<file path="src/rtl/uart_reg_responder_if.sv">
// uart_reg_responder_if: byte-link and register-bus signals between a host-side agent (master)
// and the register-access responder (slave).
interface uart_reg_responder_if;
    logic [7:0] rxdata;
    logic       rxdone;
    logic [7:0] txdata;
    logic       txstart;
    logic       txbusy;
    logic       txdone;
    logic [7:0] reg_addr;
    logic [7:0] reg_wdata;
    logic       reg_we;
    logic       reg_re;
    logic [7:0] reg_rdata;

    // Host side: feeds received bytes, owns the transmitter and the register file.
    modport master (
        output rxdata, rxdone, txbusy, txdone, reg_rdata,
        input  txdata, txstart, reg_addr, reg_wdata, reg_we, reg_re
    );

    // Responder side.
    modport slave (
        input  rxdata, rxdone, txbusy, txdone, reg_rdata,
        output txdata, txstart, reg_addr, reg_wdata, reg_we, reg_re
    );
endinterface

</file>
<file path="src/rtl/uart_reg_responder.sv">
// uart_reg_responder: parses 'W' addr data / 'R' addr command frames arriving over a UART byte
// link, performs the 8-bit register access and answers ACK/NAK (plus read data) through the
// transmit handshake.
// Build macro UART_REG_CHECKSUM_EN: every frame ends with an XOR checksum byte (GET_SUM state),
// a bad checksum is answered with NAK and no bus access, and read replies gain (ACK ^ data).
module uart_reg_responder #(
    parameter int unsigned TIMEOUT = 100_000,
    parameter logic [7:0]  CMD_WR  = 8'h57,
    parameter logic [7:0]  CMD_RD  = 8'h52,
    parameter logic [7:0]  ACK     = 8'h06,
    parameter logic [7:0]  NAK     = 8'h15
) (
    input  logic                clk_i,
    input  logic                rst_i,
    uart_reg_responder_if.slave bus_io,
    output logic                busy_o,
    output logic                drop_o
);

    // Counter holds 0..TIMEOUT-1; the frame is abandoned on the cycle it would reach TIMEOUT.
    localparam int unsigned     CntW    = (TIMEOUT > 1) ? $clog2(TIMEOUT) : 1;
    localparam logic [CntW-1:0] CntLast = CntW'(TIMEOUT - 1);

`ifdef UART_REG_CHECKSUM_EN
    localparam logic [1:0] RdRespLen = 2'd3;
`else
    localparam logic [1:0] RdRespLen = 2'd2;
`endif

    typedef enum logic [2:0] {
        StIdle,
        StGetAddr,
        StGetData,
`ifdef UART_REG_CHECKSUM_EN
        StGetSum,
`endif
        StExec,
        StRdLatch,
        StSend,
        StWaitTx
    } state_e;

    // State entered once the last payload byte of a frame has arrived.
`ifdef UART_REG_CHECKSUM_EN
    localparam state_e StFrameEnd = StGetSum;
`else
    localparam state_e StFrameEnd = StExec;
`endif

    state_e          state_q, state_d;
    logic [CntW-1:0] cnt_q, cnt_d;
    logic            is_rd_q, is_rd_d;
    logic [7:0]      addr_q, addr_d;
    logic [7:0]      wdata_q, wdata_d;
    logic [7:0]      rdata_q, rdata_d;
    logic            nak_q, nak_d;
    logic [1:0]      len_q, len_d;
    logic [1:0]      idx_q, idx_d;
`ifdef UART_REG_CHECKSUM_EN
    logic [7:0]      sum_q, sum_d;
`endif

    logic       rx_done;
    logic [7:0] rx_data;
    logic       reg_we;
    logic       reg_re;
    logic       tx_start;
    logic       drop;
    logic [7:0] tx_byte;

    assign rx_done = bus_io.rxdone;
    assign rx_data = bus_io.rxdata;

    // Next-state, frame parsing, timeout and response sequencing.
    always_comb begin
        state_d  = state_q;
        cnt_d    = '0;
        is_rd_d  = is_rd_q;
        addr_d   = addr_q;
        wdata_d  = wdata_q;
        rdata_d  = rdata_q;
        nak_d    = nak_q;
        len_d    = len_q;
        idx_d    = idx_q;
`ifdef UART_REG_CHECKSUM_EN
        sum_d    = sum_q;
`endif
        reg_we   = 1'b0;
        reg_re   = 1'b0;
        tx_start = 1'b0;
        drop     = 1'b0;

        case (state_q)
            StIdle: begin
                if (rx_done) begin
                    if (rx_data == CMD_WR || rx_data == CMD_RD) begin
                        is_rd_d = (rx_data == CMD_RD);
                        state_d = StGetAddr;
                    end else begin
                        nak_d   = 1'b1;
                        len_d   = 2'd1;
                        idx_d   = 2'd0;
                        state_d = StSend;
                    end
                end
            end

            StGetAddr: begin
                if (rx_done) begin
                    addr_d  = rx_data;
                    state_d = is_rd_q ? StFrameEnd : StGetData;
                end else if (cnt_q == CntLast) begin
                    state_d = StIdle;
                end else begin
                    cnt_d = cnt_q + 1'b1;
                end
            end

            StGetData: begin
                if (rx_done) begin
                    wdata_d = rx_data;
                    state_d = StFrameEnd;
                end else if (cnt_q == CntLast) begin
                    state_d = StIdle;
                end else begin
                    cnt_d = cnt_q + 1'b1;
                end
            end

`ifdef UART_REG_CHECKSUM_EN
            StGetSum: begin
                if (rx_done) begin
                    if (rx_data == sum_q) begin
                        state_d = StExec;
                    end else begin
                        nak_d   = 1'b1;
                        len_d   = 2'd1;
                        idx_d   = 2'd0;
                        state_d = StSend;
                    end
                end else if (cnt_q == CntLast) begin
                    state_d = StIdle;
                end else begin
                    cnt_d = cnt_q + 1'b1;
                end
            end
`endif

            StExec: begin
                drop = rx_done;
                if (is_rd_q) begin
                    reg_re  = 1'b1;
                    state_d = StRdLatch;
                end else begin
                    reg_we  = 1'b1;
                    nak_d   = 1'b0;
                    len_d   = 2'd1;
                    idx_d   = 2'd0;
                    state_d = StSend;
                end
            end

            StRdLatch: begin
                // Read data is valid exactly one cycle after the strobe.
                drop    = rx_done;
                rdata_d = bus_io.reg_rdata;
                nak_d   = 1'b0;
                len_d   = RdRespLen;
                idx_d   = 2'd0;
                state_d = StSend;
            end

            StSend: begin
                drop = rx_done;
                if (!bus_io.txbusy) begin
                    tx_start = 1'b1;
                    state_d  = StWaitTx;
                end
            end

            StWaitTx: begin
                drop = rx_done;
                if (bus_io.txdone) begin
                    if (idx_q + 2'd1 == len_q) begin
                        state_d = StIdle;
                    end else begin
                        idx_d   = idx_q + 2'd1;
                        state_d = StSend;
                    end
                end
            end

            default: state_d = StIdle;
        endcase

`ifdef UART_REG_CHECKSUM_EN
        // Running XOR of the command and payload bytes, compared against the trailing byte.
        if (rx_done) begin
            if (state_q == StIdle) begin
                sum_d = rx_data;
            end else if (state_q == StGetAddr || state_q == StGetData) begin
                sum_d = sum_q ^ rx_data;
            end
        end
`endif
    end

    // Reply byte selected by position within the response.
    always_comb begin
        tx_byte = 8'h00;
        case (idx_q)
            2'd0:    tx_byte = nak_q ? NAK : ACK;
            2'd1:    tx_byte = rdata_q;
            default: tx_byte = ACK ^ rdata_q;
        endcase
    end

    // State and datapath registers with synchronous reset.
    always_ff @(posedge clk_i) begin
        if (rst_i) begin
            state_q <= StIdle;
            cnt_q   <= '0;
            is_rd_q <= 1'b0;
            addr_q  <= 8'h00;
            wdata_q <= 8'h00;
            rdata_q <= 8'h00;
            nak_q   <= 1'b0;
            len_q   <= 2'd0;
            idx_q   <= 2'd0;
`ifdef UART_REG_CHECKSUM_EN
            sum_q   <= 8'h00;
`endif
        end else begin
            state_q <= state_d;
            cnt_q   <= cnt_d;
            is_rd_q <= is_rd_d;
            addr_q  <= addr_d;
            wdata_q <= wdata_d;
            rdata_q <= rdata_d;
            nak_q   <= nak_d;
            len_q   <= len_d;
            idx_q   <= idx_d;
`ifdef UART_REG_CHECKSUM_EN
            sum_q   <= sum_d;
`endif
        end
    end

    // TXDATA is only meaningful while a reply byte is being offered or sent.
    assign bus_io.txdata    = (state_q == StSend || state_q == StWaitTx) ? tx_byte : 8'h00;
    assign bus_io.txstart   = tx_start;
    assign bus_io.reg_addr  = addr_q;
    assign bus_io.reg_wdata = wdata_q;
    assign bus_io.reg_we    = reg_we;
    assign bus_io.reg_re    = reg_re;
    assign busy_o           = (state_q != StIdle);
    assign drop_o           = drop;

endmodule

</file>
<file path="src/flat_wrapper.sv">
// flat-port wrapper written by rule: the top's interface ports become plain ports
module uart_reg_responder_flat 
#(
    parameter int unsigned TIMEOUT = 100_000,
    parameter logic [7:0]  CMD_WR  = 8'h57,
    parameter logic [7:0]  CMD_RD  = 8'h52,
    parameter logic [7:0]  ACK     = 8'h06,
    parameter logic [7:0]  NAK     = 8'h15
)
  (clk_i, rst_i, busy_o, drop_o, bus_io_rxdata, bus_io_rxdone, bus_io_txbusy, bus_io_txdone, bus_io_reg_rdata, bus_io_txdata, bus_io_txstart, bus_io_reg_addr, bus_io_reg_wdata, bus_io_reg_we, bus_io_reg_re);
  uart_reg_responder_if bus_io_i ();
  input  logic clk_i;
  input  logic rst_i;
  output logic busy_o;
  output logic drop_o;
  input wire logic [$bits(bus_io_i.rxdata)-1:0] bus_io_rxdata;
  input wire logic [$bits(bus_io_i.rxdone)-1:0] bus_io_rxdone;
  input wire logic [$bits(bus_io_i.txbusy)-1:0] bus_io_txbusy;
  input wire logic [$bits(bus_io_i.txdone)-1:0] bus_io_txdone;
  input wire logic [$bits(bus_io_i.reg_rdata)-1:0] bus_io_reg_rdata;
  output wire logic [$bits(bus_io_i.txdata)-1:0] bus_io_txdata;
  output wire logic [$bits(bus_io_i.txstart)-1:0] bus_io_txstart;
  output wire logic [$bits(bus_io_i.reg_addr)-1:0] bus_io_reg_addr;
  output wire logic [$bits(bus_io_i.reg_wdata)-1:0] bus_io_reg_wdata;
  output wire logic [$bits(bus_io_i.reg_we)-1:0] bus_io_reg_we;
  output wire logic [$bits(bus_io_i.reg_re)-1:0] bus_io_reg_re;
  assign bus_io_i.rxdata = bus_io_rxdata;
  assign bus_io_i.rxdone = bus_io_rxdone;
  assign bus_io_i.txbusy = bus_io_txbusy;
  assign bus_io_i.txdone = bus_io_txdone;
  assign bus_io_i.reg_rdata = bus_io_reg_rdata;
  assign bus_io_txdata = bus_io_i.txdata;
  assign bus_io_txstart = bus_io_i.txstart;
  assign bus_io_reg_addr = bus_io_i.reg_addr;
  assign bus_io_reg_wdata = bus_io_i.reg_wdata;
  assign bus_io_reg_we = bus_io_i.reg_we;
  assign bus_io_reg_re = bus_io_i.reg_re;
  uart_reg_responder #(.TIMEOUT(TIMEOUT), .CMD_WR(CMD_WR), .CMD_RD(CMD_RD), .ACK(ACK), .NAK(NAK)) u_core (.clk_i(clk_i), .rst_i(rst_i), .bus_io(bus_io_i), .busy_o(busy_o), .drop_o(drop_o));
endmodule
</file>
<file path="config.mk">
export PLATFORM = sky130hd
export DESIGN_NAME = uart_reg_responder_flat
export DESIGN_NICKNAME = d
export VERILOG_FILES = /design/src/rtl/uart_reg_responder_if.sv /design/src/rtl/uart_reg_responder.sv /design/src/flat_wrapper.sv
export SDC_FILE = /design/constraint.sdc
export NUM_CORES = 1
export LEC_CHECK = 0
export ABC_AREA = 0
export BUFFER_PORTS_ARGS = -buffer_cell sky130_fd_sc_hd__clkbuf_2
export CORE_MARGIN = 1.5
export CORE_UTILIZATION = 35
export DETAILED_ROUTE_END_ITERATION = 8
export PLACE_DENSITY_LB_ADDON = 0.2
export SYNTH_ARGS = -nofsm -noshare
export SYNTH_HDL_FRONTEND = slang
export SYNTH_SLANG_ARGS = --single-unit
</file>
<file path="constraint.sdc">
create_clock -name clk_i -period 2.2 [get_ports clk_i]
set_input_delay 0.22 -clock clk_i [delete_from_list [all_inputs] [get_ports clk_i]]
set_output_delay 0.22 -clock clk_i [all_outputs]
set_load 0.01 [all_outputs]
</file>
Word-level counts from Yosys, hierarchy flattened:

Index checks and enable logic that the tools add are counted.

* div/mod/pow operators: 0
* multiply operators: 0
* $lt $le $gt $ge: 0
* add/sub/neg operators: 2
* bitwise logic cells: 2
* reduce and logical (&&, ||, !) cells: 16
* multiplexer cells: 35
* shifts and indexed selects: 0
* equality and inequality tests: 17

Operators by type and width (number)
* $mux 3: 8
* $pmux 3 s7: 1
* $add 17x1->17 const B: 1
* $eq 17x17->1 const B: 1
* $eq 8x7->1 const B: 2
* $mux 2: 8
* $pmux 8 s2: 1
* $mux 1: 12
* $ne 2x2->1 const B: 6
* $eq 3x3->1 const B: 3
* $mux 8: 1
* $pmux 2 s4: 1
* $reduce_or 4->1: 2
* $eq 3x2->1 const B: 2
* $pmux 2 s3: 1
* $reduce_and 3->1: 2
* $reduce_and 6->1: 1
* $reduce_bool 3->1: 2
* $mux 5: 1
* $reduce_and 2->1: 2
* $reduce_and 4->1: 1
* $reduce_bool 4->1: 1
* $eq 3x1->1 const B: 1
* $logic_not 3->1: 1
* 9 further kinds: 10

* bits in registers: 50
* latch bits: 0
* output and inout bits: 29
* ROM bits: 0
* input port bits: 21
* memories: 0
* bits in writable memories: 0

Logic depth before layout (Yosys ltp):

* depth after elaboration: 5
* gate-level depth with buffers: 7

Least setup slack after synthesis:

Ideal clock, no wire load.

* kind: register to register
* start: reg u_core.idx_q[0]
* end: reg u_core.idx_q[0]
* data required time: 2113 ps
* slack: 370 ps
* library setup time: 87 ps
* arrival time: 1743 ps
* buffers on the path: 0
* cell stages (with the launch flop): 8
* cells stage by stage: dfxtp_1 inv_1 ha_1 xor2_1 o21bai_1 a22o_1 or4_1 o31ai_1

* word-level cells in the longest chain between the ends: 4
* elaborated cells on any way between the ends: 7
* classes of those cells: 1 x add/sub; 2 x eq/ne; 3 x mux; 1 x reduce/logical

Ends and longest elaborated chain
* start, declared: RTL line uart_reg_responder.sv:58 `logic [1:0] idx_q, idx_d;`
* start signal, assigned: RTL line uart_reg_responder.sv:242 `idx_q <= idx_d;`
* $add 2x1->2 *: RTL line uart_reg_responder.sv:184, uart_reg_responder.sv:187
* $eq 2x2->1 or $mux 2 (tied branches): RTL line uart_reg_responder.sv:184 `if (idx_q + 2'd1 == len_q) begin`
* $ne 2x2->1 (no line) or $mux 2 (tied branches)
* $reduce_and 6->1 (no line) or $pmux 2 s4 (tied branches)

Every way passes the cells marked *; elsewhere a longest branch is shown, timed or not. The select of a mux whose other input is x is not followed.
A chain may end at the register's enable or synchronous reset.

Worst setup path in the final report:

Same ends and word-level chain as after synthesis.

==> results.md <==
- Pleak: 1.079 nW
- YS warnings: 0
- Slew Limit Fails: 0
- Cell Area, Synth: 2366 sq um
- Final Hold Fails: 0
- Hold crit path type: input port to register
- Sequential fraction of the synthesis area: 0.4231
- # setup viols final: 0
- CP required: 2.42 ns
- Clk_skew: 0.007202 ns
- # H-tree levels: 2
- Die H: 85.22 um
- Yosys cell types: 50
- TritonCTS clock tree: yes
- Port Buffer Count: 49
- Hold buffers post-CTS: 0
- Postcts setup bufs: 0
- CTS buffer count: 5
- Initial Util: 0.3663
- Vias in the first global route: 2,030
- Period utilization: 0.8883
- Clock sinks: 50
- Nets: 380
- Fin Setup TNS: 0 ns
- Synth cell count leaders: nand2_1 (68), dfxtp_1 (50), nor2_1 (33)
- Post-layout util: 0.4376
- First-pass GRT wire length: 9.611 mm
- Crit start category: register
- Root buf cell: clkbuf_8
- Via-to-Cell Ratio: 4.982
- Die area: 7262 sq um
- Total Routed Length: 5.700 mm
- Gr usage total: 0.1648
- Row count: 29
- Failing checks: DRC
- DR WL/cell: 13.13 um
- Syn avg cell area: 7.913 sq um
- Fraction of layout instances using a drive strength above 1: 0.2157
- Synthesized flop and latch total: 50
- Die W: 85.22 um
- Worst-Skew Late Latency: 0.31 ns
- Top cells by area, synth: dfxtp_1 (42%), nand2_1 (11%), a21oi_1 (6.8%)
- # IOs: 50
- Cell taking the most area after synthesis: dfxtp_1
- Largest net degree at the start of global routing: 36
- Crit path kind: register to register
- Synth top area share: 0.4231
- Gr ovfl total: 0
- Resized Gates After CTS: 0
- Antenna-violating nets left: 0
- VDD IR-drop max: 358.5 uV
- Dominant cell by count in the synthesized netlist: nand2_1
- Max FO, Critical Path: 4
- Syn-to-layout area delta: 19.46%
- RePlAce Congestion: 0.8338
- Rel. slew slack: 0.6177
- Clk buf depth: 2
- Least-Margin Pin Slew: 0.5714 ns
- Min Tclk post-route: 1.954 ns
- Ys async rst share: 0
- Post-synth top flop: dfxtp_1
- Initial antenna violation count: 0
- Drt first-iter violations: 96
- Max-Cap Viols: 0
- Crit end category: register
- Syn_nets: 323
- Number of synthesized flops with an enable pin: 0
- PD cells: 810.5 nW/um^2
- Antenna Cells: 0
- Core area: 6459 sq um
- RSZ-0062 raised after global routing: false
- # DRC: 3
- Cell count after synthesis: 299
- Via count: 2,162
- Detailed placement HPWL: 4.163 mm
- CP Data Arrival Time: 2.18 ns
- Clock transition at path regs: 0.09 ns
- Run status: finished, violations left
- DR pass1 iterations: 6
- Achievable frequency: 511.7 MHz
## stage by stage
stage | cells | setup WS, ns | instance area (sq um) | power [mW] | hold slack (ns)
after CTS | 434 | 0.2370 | 2826 | 2.310 | 0.1268
after detailed placement | 426 | 0.2693 | 2714 | 1.654 | 0.4483
after floorplan | 299 | 0.3700 | 2366 | 1.462 | 0.3534
final | 434 | 0.2457 | 2826 | 2.291 | 0.1258
after global routing | 434 | 0.09921 | 2826 | 2.444 | 0.1187
after global placement | 426 | 0.3019 | 2714 | 1.653 | 0.4392
## critical path, cell delays in order (launching register included)
cell      delay [ns]
dfxtp_1         0.39
inv_1           0.08
ha_1            0.33
xor2_1          0.17
o21bai_1        0.09
a22o_1          0.24
or4_1           0.50
o31ai_1         0.07
## power breakdown
group	leakage (nW)	internal [mW]	switching, mW
Sequential	0.405	0.977	0.0622
Clock	0.0585	0.341	0.318
Combinational	0.616	0.239	0.354
Total	1.08	1.56	0.734
## final timing paths
| check | depth (start not counted) | slack [ns] | from | endpoint |
|---|---|---|---|---|
| max | 7 | 0.25 | u_core.idx_q[0] | u_core.idx_q[0] |
| min | 3 | 0.13 | bus_io_reg_rdata[3] | u_core.rdata_q[3] |
| max reg2reg | 7 | 0.25 | u_core.idx_q[0] | u_core.idx_q[0] |
| min reg2reg | 2 | 0.46 | u_core.rdata_q[3] | u_core.rdata_q[3] |
## sequential cells by signal, summed over array words and instances (netlist names)
signal,count
u_core.bus_io.reg_addr,8
u_core.rdata_q,8
u_core.idx_q,2
u_core.nak_q,1
u_core.bus_io.reg_wdata,8
u_core.len_q,2
u_core.state_q,3
u_core.cnt_q,17
u_core.is_rd_q,1
## layout by cell type (no fill, tap or decap), drive strengths merged, types with 4 or more instances in the layout
cell type	count
inv	10
nand3	10
nor2	33
nand2	68
dfxtp	50
buf	10
nor2b	4
clkbuf	54
and2	4
o21ai	6
nand4	4
xnor2	11
xor2	10
nor3	9
a21oi	32
## area by class of cell
type / count / area (sq um)
clock inverters: 3 / 43.79
inverters: 9 / 33.78
well taps: 77 / 96.34
repair buffers: 59 / 320.3
multi-input cells: 231 / 1262
flip-flops and latches: 50 / 1001
clock buffers: 5 / 68.82
fillers: 680 / 3632
## cells by family (layout without fill, tap and decap cells)
group	count (synthesis)	in the layout	share of synthesized area
simple gates	151	151	0.2951
fa+ha+maj	3	3	0.01587
compound gates	56	56	0.1449
xor+xnor	21	21	0.07773
buf+inv	18	76	0.04336
flops	50	50	0.4231
## routing by layer
layer / up-vias / part of all wire / track usage
met5: - / 0 / 0
met4: 0 / 0.011 / 0.05216
met3: 6 / 0.039 / 0.03599
met2: 36 / 0.48 / 0.2684
met1: 988 / 0.47 / 0.2178
li1: 1132 / - / -
No activity file was read; power rests on OpenSTA's default activity.
